### config.mk
export PLATFORM = sky130hd
export DESIGN_NAME = sprite_line_fetcher_flat
export DESIGN_NICKNAME = d
export VERILOG_FILES = /design/src/rtl/sprite_pkg.sv /design/src/rtl/sprite_line_fetcher_if.sv /design/src/rtl/sprite_line_fetcher.sv /design/src/flat_wrapper.sv
export SDC_FILE = /design/constraint.sdc
export NUM_CORES = 1
export LEC_CHECK = 0
export BUFFER_PORTS_ARGS = -buffer_cell sky130_fd_sc_hd__buf_2
export CORE_MARGIN = 2
export CORE_UTILIZATION = 52
export CTS_BUF_LIST = sky130_fd_sc_hd__clkbuf_16
export DETAILED_ROUTE_END_ITERATION = 8
export GPL_TIMING_DRIVEN = 0
export PLACE_DENSITY = 0.84
export SLEW_MARGIN = 10
export SYNTH_ARGS = -nofsm -noshare
export SYNTH_HDL_FRONTEND = slang
export SYNTH_SLANG_ARGS = --single-unit
### constraint.sdc
create_clock -name clock -period 2.2 [get_ports clock]
set_clock_uncertainty 0.1 [all_clocks]
set_input_delay 0.11 -clock clock [delete_from_list [all_inputs] [get_ports clock]]
set_output_delay 0.11 -clock clock [all_outputs]
set_load 0.05 [all_outputs]
### src/rtl/sprite_pkg.sv
`default_nettype none
// ============================================================================
// Module   : sprite_pkg
// Purpose  : Sprite geometry, line width and fetcher state shared by storage,
//            SPI writer and line fetcher.
// Revision : 1.0
// ============================================================================
package sprite_pkg;

  localparam int SPRITE_NUM    = 8;
  localparam int SPRITE_WIDTH  = 32;
  localparam int SPRITE_HEIGHT = 32;
  localparam int SPRITE_SIZE   = SPRITE_WIDTH * SPRITE_HEIGHT;
  localparam int LINE_WIDTH    = 640;
  localparam logic [3:0] TRANSPARENT = 4'h0;

  localparam int ID_W   = $clog2(SPRITE_NUM);
  localparam int ROW_W  = $clog2(SPRITE_HEIGHT) + 1;
  localparam int COL_W  = $clog2(SPRITE_WIDTH);
  localparam int ADDR_W = $clog2(SPRITE_SIZE);
  localparam int X_W    = $clog2(LINE_WIDTH);

  typedef enum logic [1:0] {
    ST_IDLE  = 2'd0,
    ST_FETCH = 2'd1,
    ST_DRAIN = 2'd2,
    ST_DONE  = 2'd3
  } fetch_state_t;

  // Storage nibble address of a row/column; flip mirrors the column index.
  function automatic logic [ADDR_W-1:0] fetch_addr(
    input logic [ROW_W-1:0] row,
    input logic [COL_W-1:0] col,
    input logic             flip
  );
    logic [COL_W-1:0] c;
    c = flip ? (COL_W'(SPRITE_WIDTH - 1) - col) : col;
    return (ADDR_W'(row) * ADDR_W'(SPRITE_WIDTH)) + ADDR_W'(c);
  endfunction

endpackage
`default_nettype wire

### src/rtl/sprite_line_fetcher_if.sv
`default_nettype none
// ============================================================================
// Module   : sprite_line_fetcher_if
// Purpose  : Request, storage-read and line-buffer-write signals of the line
//            fetcher. Optional hflip port under SPRITE_HFLIP_EN.
// Revision : 1.0
// ============================================================================
interface sprite_line_fetcher_if;
  import sprite_pkg::*;

  logic              start;
  logic              ready;
  logic [ID_W-1:0]   sprite_id;
  logic [ROW_W-1:0]  row;
  logic [X_W-1:0]    x_pos;
`ifdef SPRITE_HFLIP_EN
  logic              hflip;
`endif
  logic [ID_W-1:0]   r_select;
  logic [ADDR_W-1:0] r_addr;
  logic [3:0]        r_data;
  logic              lb_w_en;
  logic [X_W-1:0]    lb_w_addr;
  logic [3:0]        lb_w_data;
  logic              done;

  // Environment side: scheduler, sprite storage and line buffer.
  modport master (
`ifdef SPRITE_HFLIP_EN
    output hflip,
`endif
    output start, sprite_id, row, x_pos, r_data,
    input  ready, done, r_select, r_addr, lb_w_en, lb_w_addr, lb_w_data
  );

  // Fetcher side.
  modport slave (
`ifdef SPRITE_HFLIP_EN
    input  hflip,
`endif
    input  start, sprite_id, row, x_pos, r_data,
    output ready, done, r_select, r_addr, lb_w_en, lb_w_addr, lb_w_data
  );

endinterface
`default_nettype wire

### src/rtl/sprite_line_fetcher.sv
`default_nettype none
// ============================================================================
// Module   : sprite_line_fetcher
// Purpose  : Fetches one sprite row from storage and writes its opaque pixels
//            into the scanline buffer. SPRITE_HFLIP_EN adds mirrored drawing.
// Revision : 1.0
// ============================================================================
module sprite_line_fetcher
  import sprite_pkg::*;
(
  input  logic                 clock,
  input  logic                 reset_n,
  sprite_line_fetcher_if.slave fetch_if
);

  fetch_state_t      r_state;
  logic              r_ready;
  logic              r_done;
  logic [ID_W-1:0]   r_select;
  logic [ADDR_W-1:0] r_addr;
  logic [ROW_W-1:0]  r_row;
  logic [X_W-1:0]    r_x;
  logic              r_hflip;
  logic [COL_W-1:0]  r_col;
  logic              r_valid_d;
  logic [COL_W-1:0]  r_col_d;

  logic              w_hflip_in;
  logic              w_row_ok;
  logic [COL_W-1:0]  w_col_next;
  logic [X_W:0]      w_sum;
  logic              w_in_line;
  logic              w_wen;

`ifdef SPRITE_HFLIP_EN
  assign w_hflip_in = fetch_if.hflip;
`else
  assign w_hflip_in = 1'b0;
`endif

  assign w_row_ok   = (fetch_if.row < ROW_W'(SPRITE_HEIGHT));
  assign w_col_next = r_col + COL_W'(1);

  // Control FSM; r_col is the column whose address is on r_addr.
  always_ff @(posedge clock or negedge reset_n) begin
    if (!reset_n) begin
      r_state  <= ST_IDLE;
      r_ready  <= 1'b1;
      r_done   <= 1'b0;
      r_select <= '0;
      r_addr   <= '0;
      r_row    <= '0;
      r_x      <= '0;
      r_hflip  <= 1'b0;
      r_col    <= '0;
    end else begin
      case (r_state)
        ST_IDLE: begin
          if (fetch_if.start) begin
            r_row   <= fetch_if.row;
            r_x     <= fetch_if.x_pos;
            r_hflip <= w_hflip_in;
            r_ready <= 1'b0;
            if (w_row_ok) begin
              r_state  <= ST_FETCH;
              r_col    <= '0;
              r_select <= fetch_if.sprite_id;
              r_addr   <= fetch_addr(fetch_if.row, '0, w_hflip_in);
            end else begin
              r_state <= ST_DONE;
              r_done  <= 1'b1;
            end
          end
        end
        ST_FETCH: begin
          if (r_col == COL_W'(SPRITE_WIDTH - 1)) begin
            r_state <= ST_DRAIN;
          end else begin
            r_col  <= w_col_next;
            r_addr <= fetch_addr(r_row, w_col_next, r_hflip);
          end
        end
        ST_DRAIN: begin
          r_state <= ST_DONE;
          r_done  <= 1'b1;
        end
        ST_DONE: begin
          r_state <= ST_IDLE;
          r_done  <= 1'b0;
          r_ready <= 1'b1;
        end
        default: begin
          r_state <= ST_IDLE;
          r_done  <= 1'b0;
          r_ready <= 1'b1;
        end
      endcase
    end
  end

  // Read-latency stage: tags the returning nibble with its screen column.
  always_ff @(posedge clock or negedge reset_n) begin
    if (!reset_n) begin
      r_valid_d <= 1'b0;
      r_col_d   <= '0;
    end else begin
      r_valid_d <= (r_state == ST_FETCH);
      r_col_d   <= r_col;
    end
  end

  assign w_sum     = {1'b0, r_x} + (X_W+1)'(r_col_d);
  assign w_in_line = (w_sum < (X_W+1)'(LINE_WIDTH));
  assign w_wen     = r_valid_d && (fetch_if.r_data != TRANSPARENT) && w_in_line;

  assign fetch_if.ready     = r_ready;
  assign fetch_if.done      = r_done;
  assign fetch_if.r_select  = r_select;
  assign fetch_if.r_addr    = r_addr;
  assign fetch_if.lb_w_en   = w_wen;
  assign fetch_if.lb_w_addr = r_valid_d ? w_sum[X_W-1:0] : '0;
  assign fetch_if.lb_w_data = r_valid_d ? fetch_if.r_data : 4'h0;

endmodule
`default_nettype wire
### src/flat_wrapper.sv
// flat-port wrapper written by rule: the top's interface ports become plain ports
module sprite_line_fetcher_flat import sprite_pkg::*;
  (clock, reset_n, fetch_if_start, fetch_if_sprite_id, fetch_if_row, fetch_if_x_pos, fetch_if_r_data, fetch_if_ready, fetch_if_done, fetch_if_r_select, fetch_if_r_addr, fetch_if_lb_w_en, fetch_if_lb_w_addr, fetch_if_lb_w_data);
  sprite_line_fetcher_if fetch_if_i ();
  input  logic clock;
  input  logic reset_n;
  input wire logic [$bits(fetch_if_i.start)-1:0] fetch_if_start;
  input wire logic [$bits(fetch_if_i.sprite_id)-1:0] fetch_if_sprite_id;
  input wire logic [$bits(fetch_if_i.row)-1:0] fetch_if_row;
  input wire logic [$bits(fetch_if_i.x_pos)-1:0] fetch_if_x_pos;
  input wire logic [$bits(fetch_if_i.r_data)-1:0] fetch_if_r_data;
  output wire logic [$bits(fetch_if_i.ready)-1:0] fetch_if_ready;
  output wire logic [$bits(fetch_if_i.done)-1:0] fetch_if_done;
  output wire logic [$bits(fetch_if_i.r_select)-1:0] fetch_if_r_select;
  output wire logic [$bits(fetch_if_i.r_addr)-1:0] fetch_if_r_addr;
  output wire logic [$bits(fetch_if_i.lb_w_en)-1:0] fetch_if_lb_w_en;
  output wire logic [$bits(fetch_if_i.lb_w_addr)-1:0] fetch_if_lb_w_addr;
  output wire logic [$bits(fetch_if_i.lb_w_data)-1:0] fetch_if_lb_w_data;
  assign fetch_if_i.start = fetch_if_start;
  assign fetch_if_i.sprite_id = fetch_if_sprite_id;
  assign fetch_if_i.row = fetch_if_row;
  assign fetch_if_i.x_pos = fetch_if_x_pos;
  assign fetch_if_i.r_data = fetch_if_r_data;
  assign fetch_if_ready = fetch_if_i.ready;
  assign fetch_if_done = fetch_if_i.done;
  assign fetch_if_r_select = fetch_if_i.r_select;
  assign fetch_if_r_addr = fetch_if_i.r_addr;
  assign fetch_if_lb_w_en = fetch_if_i.lb_w_en;
  assign fetch_if_lb_w_addr = fetch_if_i.lb_w_addr;
  assign fetch_if_lb_w_data = fetch_if_i.lb_w_data;
  sprite_line_fetcher u_core (.clock(clock), .reset_n(reset_n), .fetch_if(fetch_if_i));
endmodule
Yosys cells after proc, flatten, opt, wreduce, memory -nomap -nowiden. Index checks and enable logic that the tools add are counted.

Bitwise logic cells: 0. Add/subtract/negate cells: 3. Magnitude comparators: 2. Reductions and logical operators: 13. $mul: 0. Multiplexer cells: 19. Equal/unequal tests: 9. Div/mod/pow operators: 0. Shift-type cells: 0.

Operators with widths (count): $mux W10 (4); $pmux W10 S2 (1); $mux W5 (3); $add A10 B5 Y11 (1); $lt A11 B10 Y1 const B (1); $add A10 B5 Y10 (1); $pmux W5 S2 (1); $pmux W2 S4 (1); $lt A6 B6 Y1 const B (1); $mux W2 (3); $ne A2 B2 Y1 const B (3); $reduce_and A2 Y1 (3); $reduce_and A3 Y1 (2); $add A5 B1 Y5 const B (1); $eq A5 B5 Y1 const B (1); $eq A2 B2 Y1 const B (2); $mux W4 (1); $ne A2 B1 Y1 const B (2); $reduce_and A4 Y1 (1); $reduce_bool A2 Y1 (2); $reduce_bool A4 Y1 (1); $mux W1 (3); $pmux W1 S3 (1); $reduce_bool A3 Y1 (1); other kinds (4) (5).

RAM bits: 0. Input port bits: 26. Memory bits (read-only): 0. Memories: 0. Output and inout bits: 30. Flip-flop bits (word level): 43. Bits in latches: 0. Word-level logic and storage cells: 56.

Depth between registers and ports, before layout.
Word-level depth: 4. Mapped depth: 8. Gate-level depth less buffers: 8.

Least setup slack after synthesis. Ideal clock, no wire load.

Kind: reg2out. Start point: register u_core.r_x[0]. End point: output fetch_if_lb_w_addr[8]. Arrival: 2.502 ns. Path slack: -0.512 ns. Path buffers: 0. Required time: 1.990 ns. Stages on the path, launching flop included: 8. Path through: dfrtp_1 -> ha_1 -> inv_1 -> fa_1 -> nor2b_4 -> o31a_1 -> o211ai_2 -> a21boi_0.

Word-level cells in the longest chain between the ends: 2.

Ends and longest elaborated chain: start: declaration (RTL line sprite_line_fetcher.sv:22) `logic [X_W-1:0] r_x;`; start signal: assignment (RTL line sprite_line_fetcher.sv:61) `r_x <= fetch_if.x_pos;`; $add A10 B5 Y11 (RTL line sprite_line_fetcher.sv:112) `assign w_sum = {1'b0, r_x} + (X_W+1)'(r_col_d);`; $mux W10 (RTL line sprite_line_fetcher.sv:121) `assign fetch_if.lb_w_addr = r_valid_d ? w_sum[X_W-1:0] : '0;`; end: declaration (RTL line flat_wrapper.sv:17) `output wire logic [$bits(fetch_if_i.lb_w_addr)-1:0] fetch_if_lb_w_addr;`.

Every way passes these cells.

Worst setup path after layout.
Start point: register u_core.r_col_d[2]. End point: output fetch_if_lb_w_en.

Word-level cells in the longest chain between the ends: 3.

Ends and longest elaborated chain: start: declaration (RTL line sprite_line_fetcher.sv:26) `logic [COL_W-1:0] r_col_d;`; start signal: assignment (RTL line sprite_line_fetcher.sv:108) `r_col_d <= r_col;`; $add A10 B5 Y11 (RTL line sprite_line_fetcher.sv:112); $lt A11 B10 Y1 (RTL line sprite_line_fetcher.sv:113) `assign w_in_line = (w_sum < (X_W+1)'(LINE_WIDTH));`; $logic_and A1 B1 Y1 (RTL line sprite_line_fetcher.sv:114) `assign w_wen = r_valid_d && (fetch_if.r_data != TRANSPARENT) && w_in_line;`; end: declaration (RTL line flat_wrapper.sv:16) `output wire logic [$bits(fetch_if_i.lb_w_en)-1:0] fetch_if_lb_w_en;`.

Every way passes these cells.

==> impl_metrics.toml <==
[logic_synthesis]
postSynth.topFlopCell = "sky130_fd_sc_hd__dfrtp_1"
post-synth-top-count-cell = "sky130_fd_sc_hd__dfrtp_1"
post_synth.cell_area_avg_sq_um = 10.8
synth.lib_cells_used.distinct = 42
ys_ff_latch = 38
synth-edff-count = 0
synthTopCellsByArea = "sky130_fd_sc_hd__dfrtp_1 46%, sky130_fd_sc_hd__mux2_2 10%, sky130_fd_sc_hd__ha_1 6.9%"
ys_top_cells_by_count = "37 x sky130_fd_sc_hd__dfrtp_1, 18 x sky130_fd_sc_hd__mux2_2, 18 x sky130_fd_sc_hd__nor2_1, 14 x sky130_fd_sc_hd__a21oi_1, 11 x sky130_fd_sc_hd__ha_1"
synth_sequential_area_ratio = 0.475
synth-warning-count = 0
async_flop_share = 1.00
netlist.area_leader.share = 0.462
yosysTopAreaCell = "sky130_fd_sc_hd__dfrtp_1"
postSynthCellCount = 185
mappedNetlistArea_sq_um = 2000
synth_nets = 223

[min_path]
worst_hold_path.num_cells = 3
worst_hold_path.endpoint = "u_core.r_state[1]"
holdCritPathClass = "input port to flop"
holdCritStartpoint = "fetch_if_start"

[sta]
max_freq_mhz = 424
finalCriticalPeriod_ns = 2.36
grt_setup_unrepaired = "yes"
timing.final.max_slew_violations = 0
fin_ws_ns = -0.158
post-route-period-util = 1.07
timing.final.hold_violations = 0
final-setup-viol-count = 5
final.hold.worst_slack_ns = 0.143
setup-tns-final_ns = -0.454
worst_slew_pin_slew_ns = 0.814
slew_headroom = 0.457

[power]
cellLeakagePower_nw = 1.32
power.density_cell_area_nw_per_um2 = 1560
ir_worst_vdd_uv = 1100

[place]
placed_cells_incl_taps = 288
gp_routability_congestion = 0.776
detailedPlacementHpwl_mm = 3.14
detailedPlace.worstSlack_ns = -0.0178
port_buffers = 55

[setup_path]
r2r_cells = 8
critPathRequiredTime_ns = 1.99
critical_path_arrival_ns = 2.15
nature_of_the_critical_path_endpoint = "output pin"
regToRegSetupSlack_ns = 0.15
rr_startpoint = "u_core.r_col[0]"
category_of_the_critical_setup_timing_path = "flop to output pin"
critPathMaxFanout = 5
timing.rr.end = "u_core.r_col[3]"
startpoint_type_of_the_worst_setup_path = "flop"

[routing]
route.vias.total = 1710
wl_per_cell_um = 14.9
wirelength_mm = 4.77
drt-vias-per-instance = 5.34
drcViolationCount = 0
dr.pass1.iters = 4
drtAntennaViolNets = 0
starting_drt_drc_count = 83

[die]
die_area_sq_um = 4360
initial_utilization = 0.543
die_w_um = 66.1
count_of_pins_on_the_block_boundary = 56
core_area_sq_um = 3690
num_rows = 22
fp.dieH_um = 66.1

[run]
max_cap_violations = 0

[cells_and_area]
post_route_cells_drive_above_1_share = 0.401
signed_area_change_from_the_synthesized_netlist_to_the_final_layout_pct = 40.6
fin_cells = 320
final_net_count = 309
post-route-util = 0.764
antenna-diode-count = 0

[cts]
cts-htree-levels = 2
worst_setup_hold_path_clk_slew_ns = 0.05
tritoncts_clock_tree = "done"
cts_buffer_depth = 2
cts-buffers-inserted = 5
clock_tree.root_cell = "sky130_fd_sc_hd__clkbuf_16"
clk_latency_ns = 0.28
clock_sink_count = 38

[global_route]
overflow = 0
grt_start_max_net_pins = 39
grt_pass1_vias = 1725
grt_antenna_before_repair = 0
grt_pass1_wl_mm = 7.76
global_route.usage.total = 0.240

[outcome]
violations = "setup timing"
status = "complete, but fails checks"
==> flip-flops by register name (all words and copies together), names as in the netlist <==
name                      cells
u_core.r_col                  4
u_core.r_valid_d              1
u_core.r_x                   10
u_core.fetch_if.done          1
u_core.r_state                2
u_core.fetch_if.r_select      3
u_core.r_row                  5
u_core.fetch_if.ready         1
u_core.fetch_if.r_addr        6
u_core.r_col_d                5
==> routing by layer <==
metal,GRT usage,part of all wire
met4,0.112,0.015
met2,0.441,0.53
met3,0.0443,0.051
met1,0.265,0.40
met5,0,0
==> critical path, stage by stage (launching register included) <==
cell and delay [ns]:
sky130_fd_sc_hd__dfrtp_1 0.37, sky130_fd_sc_hd__ha_1 0.36, sky130_fd_sc_hd__nor2b_4 0.17, sky130_fd_sc_hd__o31a_1 0.32
sky130_fd_sc_hd__o211ai_2 0.17, sky130_fd_sc_hd__o2111ai_1 0.15, sky130_fd_sc_hd__a21oi_2 0.16, sky130_fd_sc_hd__buf_6 0.17
==> worst max path at each step <==
stage	startpoint	to	slack, ns
6_report	u_core.r_col_d[2]	fetch_if_lb_w_en	-0.16
5_1_grt	u_core.r_x[0]	fetch_if_lb_w_addr[6]	-0.24
4_1_cts	u_core.r_x[0]	fetch_if_lb_w_addr[6]	-0.17
3_5_place_dp	u_core.r_col[0]	u_core.r_col[3]	-0.02
3_3_place_gp	u_core.r_x[0]	fetch_if_lb_w_en	0.01
2_1_floorplan	u_core.r_x[0]	fetch_if_lb_w_addr[2]	-0.26
==> through the flow <==
step / power (W) / area [sq um]
floorplan: 0.00290 / 2010
global placement: 0.00330 / 2340
detailed placement: 0.00339 / 2340
CTS: 0.00435 / 2780
global route: 0.00469 / 2820
finish: 0.00440 / 2820
==> area by class of cell <==
type                            instances  area (sq um)
Multi-Input combinational cell        137          1060
Sequential cell                        38           955
Fill cell                             263           872
Timing Repair Buffer                   79           536
Clock buffer                            5           125
Tap cell                               48          60.1
Clock inverter                          3          37.5
Inverter                                6          22.5
Buffer                                  4          21.3
==> power breakdown <==
part | total [W] | leakage [nW] | switching, W | internal [W]
combinational | 0.00236 | 0.776 | 0.00148 | 0.000876
sequential | 0.00125 | 0.457 | 0.000241 | 0.00101
clock | 0.000785 | 0.0864 | 0.000259 | 0.000526
==> placed cells by master, fill, tap and decap left out, types with 2 or more instances in the layout <==
master,instances
sky130_fd_sc_hd__buf_2,50
sky130_fd_sc_hd__dfrtp_1,35
sky130_fd_sc_hd__dlygate4sd3_1,19
sky130_fd_sc_hd__nor2_1,18
sky130_fd_sc_hd__mux2_2,18
sky130_fd_sc_hd__a21oi_1,11
sky130_fd_sc_hd__and2_1,10
sky130_fd_sc_hd__buf_4,9
sky130_fd_sc_hd__nand2_1,8
sky130_fd_sc_hd__inv_1,7
sky130_fd_sc_hd__ha_1,7
sky130_fd_sc_hd__o22ai_1,6
sky130_fd_sc_hd__o21ai_0,5
sky130_fd_sc_hd__clkbuf_16,5
sky130_fd_sc_hd__nand3_1,4
sky130_fd_sc_hd__nor2b_1,4
sky130_fd_sc_hd__buf_6,4
sky130_fd_sc_hd__a21oi_2,3
sky130_fd_sc_hd__a22o_1,3
sky130_fd_sc_hd__ha_2,3
sky130_fd_sc_hd__o21a_1,2
sky130_fd_sc_hd__nand4_1,2
sky130_fd_sc_hd__o21ai_1,2
sky130_fd_sc_hd__xnor2_1,2
sky130_fd_sc_hd__xor2_1,2
sky130_fd_sc_hd__and3_1,2
sky130_fd_sc_hd__o2111ai_1,2
sky130_fd_sc_hd__nand2b_2,2
sky130_fd_sc_hd__or3_1,2
sky130_fd_sc_hd__dfrtp_2,2
==> cell families (layout without fill, tap and decap cells) <==
| logic type | after synthesis | after routing | share of synthesized area |
|---|---|---|---|
| and+or+nand+nor | 61 | 61 | 0.164 |
| AOI/OAI and AO/OA | 42 | 42 | 0.141 |
| DFF | 38 | 38 | 0.475 |
| muxes | 18 | 18 | 0.101 |
| adders and majority gates | 12 | 12 | 0.0787 |
| buffers and inverters | 10 | 97 | 0.0219 |
| xor gates and xnor gates | 4 | 4 | 0.0175 |
==> what timing repair did <==
action	CTS	global route
hold buffers	19	0
buffers inserted	4	1
gates resized for setup	16	10
setup endpoints to repair	7	8
hold endpoints to repair	55	0
pin swaps	14	7
Note: power is estimated with default switching activity, not from simulation.
